### src/rtl/ysyx_23060203_alu_arb.sv
// Round-robin arbiter sharing one combinational ALU between two requesters,
// with a single registered result slot returned on the owner's response port.
module ysyx_23060203_ALU #(
  parameter int XLEN = 32
) (
  input  logic [XLEN-1:0] a,
  input  logic [XLEN-1:0] b,
  input  logic [2:0]      funct,
  input  logic            sw,
  output logic [XLEN-1:0] val
);
  localparam logic [2:0] ALU_ADD = 3'd0, ALU_SHL = 3'd1, ALU_LTS = 3'd2, ALU_LTU = 3'd3,
                         ALU_XOR = 3'd4, ALU_SHR = 3'd5, ALU_OR  = 3'd6, ALU_AND = 3'd7;

  logic [4:0] shamt;
  assign shamt = b[4:0];

  always_comb begin
    val = '0;
    case (funct)
      ALU_ADD: val = sw ? a - b : a + b;
      ALU_SHL: val = a << shamt;
      ALU_LTS: val = {{(XLEN-1){1'b0}}, $signed(a) < $signed(b)};
      ALU_LTU: val = {{(XLEN-1){1'b0}}, a < b};
      ALU_XOR: val = a ^ b;
      ALU_SHR: val = sw ? XLEN'($signed(a) >>> shamt) : a >> shamt;
      ALU_OR:  val = a | b;
      ALU_AND: val = a & b;
      default: val = '0;
    endcase
  end
endmodule

module ysyx_23060203_alu_arb #(
  parameter int       XLEN     = 32,
  parameter bit       RST_PRIO = 1'b0
) (
  input  logic            clock,
  input  logic            reset,
  input  logic            in0_valid,
  output logic            in0_ready,
  input  logic [XLEN-1:0] in0_a,
  input  logic [XLEN-1:0] in0_b,
  input  logic [2:0]      in0_funct,
  input  logic            in0_sw,
  input  logic            in1_valid,
  output logic            in1_ready,
  input  logic [XLEN-1:0] in1_a,
  input  logic [XLEN-1:0] in1_b,
  input  logic [2:0]      in1_funct,
  input  logic            in1_sw,
  output logic            out0_valid,
  input  logic            out0_ready,
  output logic [XLEN-1:0] out0_val,
  output logic            out1_valid,
  input  logic            out1_ready,
  output logic [XLEN-1:0] out1_val
);
  logic            res_valid, res_owner, last_grant;
  logic [XLEN-1:0] res_val;
  logic            free, acc0, acc1;
  logic [XLEN-1:0] alu_a, alu_b, alu_val;
  logic [2:0]      alu_funct;
  logic            alu_sw;

  assign free = ~res_valid | (res_owner ? out1_ready : out0_ready);

  // Ready is computed from the other side's valid only, so no requester
  // sees a path from its own valid to its own ready.
  assign in0_ready = ~reset & free & (~in1_valid | last_grant);
  assign in1_ready = ~reset & free & (~in0_valid | ~last_grant);
  assign acc0 = in0_valid & in0_ready;
  assign acc1 = in1_valid & in1_ready;

  assign alu_a     = acc1 ? in1_a     : in0_a;
  assign alu_b     = acc1 ? in1_b     : in0_b;
  assign alu_funct = acc1 ? in1_funct : in0_funct;
  assign alu_sw    = acc1 ? in1_sw    : in0_sw;

  ysyx_23060203_ALU #(.XLEN(XLEN)) u_alu (
    .a(alu_a), .b(alu_b), .funct(alu_funct), .sw(alu_sw), .val(alu_val)
  );

  always_ff @(posedge clock or posedge reset) begin
    if (reset) begin
      res_valid  <= 1'b0;
      res_owner  <= 1'b0;
      res_val    <= '0;
      last_grant <= ~RST_PRIO;
    end else if (acc0 | acc1) begin
      res_valid  <= 1'b1;
      res_owner  <= acc1;
      res_val    <= alu_val;
      last_grant <= acc1;
    end else if (free) begin
      res_valid  <= 1'b0;
    end
  end

  assign out0_valid = res_valid & ~res_owner;
  assign out1_valid = res_valid &  res_owner;
  assign out0_val   = res_val;
  assign out1_val   = res_val;
endmodule

### config.mk
export PLATFORM = sky130hd
export DESIGN_NAME = ysyx_23060203_alu_arb
export DESIGN_NICKNAME = d
export VERILOG_FILES = /design/src/rtl/ysyx_23060203_alu_arb.sv
export SDC_FILE = /design/constraint.sdc
export NUM_CORES = 1
export LEC_CHECK = 0
export CAP_MARGIN = 25
export CORE_ASPECT_RATIO = 1.25
export CORE_MARGIN = 2
export CORE_UTILIZATION = 55
export CTS_CLUSTER_SIZE = 30
export DETAILED_ROUTE_END_ITERATION = 6
export HOLD_SLACK_MARGIN = 0.15
export PLACE_DENSITY = 0.93
export SYNTH_ARGS = -nofsm -noshare
export SYNTH_HDL_FRONTEND = slang
export SYNTH_SLANG_ARGS = --single-unit
### constraint.sdc
create_clock -name clock -period 6.45 [get_ports clock]
set_input_delay 1.29 -clock clock [delete_from_list [all_inputs] [get_ports clock]]
set_output_delay 1.29 -clock clock [all_outputs]
set_load 0.1 [all_outputs]
==> metrics.cfg <==
[cts]
clock-sinks = 35
cts.repair.resized = 0
post_cts_buffers = 0
cts_tree = built
path_clk_slew_ps = 60
numCtsBuffers = 5
clk_latency_ps = 290
root_buffer = clkbuf_16
htree_levels = 2
clock_path_buffers = 2
hold_buffers = 0

[place]
dp_hpwl_um = 46100
dpl_cell_area_um2 = 14800
port_buffers = 209
place_congestion = 1.15
dp.cells = 2218

[detailed_routing]
firstDrtPassIters = 7
drt-total-wl_um = 58500
drtIter0Drc = 2098
routedWlPerCell_um = 26.3
vias_per_cell = 7.08
vias = 15773
route.detailed.drc = 11
ant_nets = 0

[synth]
yosys_register_bits = 35
synth_compound_area_share_pct = 30.4
syn-num-nets = 2069
yosysWarnings = 0
synthArstFlopShare_pct = 100
seq_area_frac_synth_pct = 6.96
synth.distinct_cells = 86
synthSimpleGateAreaFrac_pct = 21.8
synth-xor-area-share_pct = 1.95
muxShareOfSynthArea_pct = 20.0
synthAdderAreaFrac_pct = 9.46
postSynthAreaPerCell_um2 = 6.87
synth_cells = 1833
synth_top_family_by_area = compound AO/OA/AOI/OAI gates
netlist_area_um2 = 12600
ys.flop_type = dfrtp_1
synth_edf_count = 0

[die]
die_x_um = 139
die_h_um = 173
rows = 61
start_util_pct = 56.3
pin_count = 210
die-area_um2 = 24100
core_um2 = 22400

[timing]
tightest_slew_ps = 1010
skew_ps = 8.63
tns_ps = 0
fin_crit_ps = 6200
slew_headroom_pct = 32.5
drv_slew = 0
whs_ps = 514
fin_crit_sh_pct = 96.2
fmax_mhz = 161
hold_viol_final = 0
setup_viol = 0
rsz0062_at_grt = false

[setup_path]
endpoint_kind = flop
worstSetupStartpoint = in1_valid
worstPathMaxFanout = 30
cp-start-kind = input port
worstPathRequired_ps = 6620
timing.rr.start = res_owner$_DFFE_PP0P_
critPathArrivalTime_ps = 6370
critPathKind = in -> reg
r2r_slack_ps = 1150

[grt]
top_usage_layer = met2
use_met1_pct = 57.6
track_usage_pct = 46.1
use_met3_pct = 10.4
gr-total-overflow = 0
grtUsageMet2_pct = 73.3
grt_max_degree = 96
grt_pass1_vias = 14599
grt_pass1_wl_um = 87300
antenna_found_initial = 2

[layout]
finalNonFillerCells = 2227
fin_area_um2 = 14900
drive_gt1_share_pct = 9.06
mostFrequentLayoutCells = nand2_1 (337), clkdlybuf4s50_1 (203), a21oi_1 (154)
syn_to_final_growth_pct = 18.6
nNetsFinal = 2178
final_common_cell = nand2_1

[run_status]
outcome = complete, but fails checks
violations = DRC

[power_and_ir_drop]
combPwrFrac_pct = 83.8
pwr-share-seq_pct = 9.0
switching_share_pct = 64.2
intPower_mw = 1.49
p_switching_mw = 2.67
p_leak_nw = 6.37
ir_drop_uv = 475
power_frac_clock_pct = 7.2
power.density_nw_per_um2 = 278

[min_path]
hp-class = reg -> reg
hold_path_startpoint = out0_val[12]$_DFFE_PP0P_

[run]
drv_cap = 0

synthesized netlist by cell type, types with 10 or more instances:
cell type    n  share of area (%)
dfrtp_1     34                6.8
nand2_1    337                 10
xnor2_1     25                1.7
nand2b_1    13               0.65
nor4_1      11               0.55
a21oi_1    154                6.1
mux4_2      40                7.2
a211oi_1    54                3.2
o21a_1      12               0.72
o211ai_1    25                1.5
nor2b_1     25                1.2
buf_2       46                1.8
o21bai_1    15               0.89
mux2_2      18                1.6
mux2i_1    130                 10
a31oi_1     23                1.1
o21ai_0    140                5.6
buf_4       36                2.1
clkbuf_1    66                2.0
a221oi_1    30                2.1
nand3_1     31                1.2
inv_1       90                2.7
buf_1       23               0.69
o221ai_1    11               0.76
nor3_1      30                1.2
a21o_1      10               0.60
nor2_1     140                4.2
ha_1        92                9.1
layout make-up:
cell class / instances / area (um2)
clock buffer: 6 / 139
antenna: 1 / 2.50
timing repair buffer: 274 / 2590
tap: 283 / 354
clock inverter: 2 / 35.0
multi-input combinational: 1534 / 10600
fill: 1975 / 7420
inverter: 92 / 345
sequential: 35 / 877
stage by stage:
step | power [mW] | setup WS, ps | util [%]
finish | 4.16 | 247 | 66.8
global route | 4.30 | 3.17 | 66.8
CTS | 4.07 | 399 | 66.8
detailed placement | 3.76 | 119 | 66.0
global placement | 3.74 | 241 | 66.0
floorplan | 2.88 | 196 | -
critical path, cell delays in order:
cell	delay [ps]
clkdlybuf4s50_1	500
nand2b_1	150
a221oi_4	280
buf_12	240
mux2i_1	120
inv_1	100
ha_1	200
inv_1	70
fa_1	450
or3b_1	400
a311oi_1	440
o21ai_0	200
a31oi_1	330
o311ai_1	210
a31oi_1	350
a21oi_1	200
o21ai_1	230
nand2_1	90
o2111a_1	150
o32a_1	330
worst paths after layout:
| kind | endpoint | cells after the start |
|---|---|---|
| hold reg to reg | out0_val[12]$_DFFE_PP0P_ | 2 |
| min in group asynchronous | out0_val[24]$_DFFE_PP0P_ | 3 |
| setup reg to reg | out0_val[28]$_DFFE_PP0P_ | 18 |
| hold / removal | out0_val[12]$_DFFE_PP0P_ | 2 |
| setup / recovery | out0_val[28]$_DFFE_PP0P_ | 20 |
| max in group asynchronous | last_grant$_DFFE_PP1P_ | 3 |
flip-flops by register name, summed over array words and instances (netlist names):
| register | flops |
|---|---|
| last_grant | 1 |
| res_owner | 1 |
| out0_val | 32 |
| res_valid | 1 |
logic make-up after synthesis:
family	count (synthesis)
AOI/OAI and AO/OA	580
and+or+nand+nor	636
DFF	35
adders and majority gates	94
buffers and inverters	264
xor gates and xnor gates	28
muxes	196
layer usage:
| metal | vias up | routed length (um) | part of all wire, % |
|---|---|---|---|
| li1 | 6876 | - | - |
| met1 | 7301 | 21000 | 36 |
| met2 | 1286 | 25900 | 44 |
| met3 | 308 | 7330 | 13 |
| met4 | 2 | 4320 | 7.4 |
| met5 | - | 43 | 0.073 |
power by group through the flow:
stage	sequential (mW)	combinational [mW]	clock [mW]
2_1_floorplan	0.874	2.00	0
3_3_place_gp	0.370	3.37	0
3_5_place_dp	0.377	3.39	0
4_1_cts	0.373	3.40	0.302
5_1_grt	0.383	3.61	0.308
6_report	0.373	3.48	0.300
No activity file was read; power rests on OpenSTA's default activity.
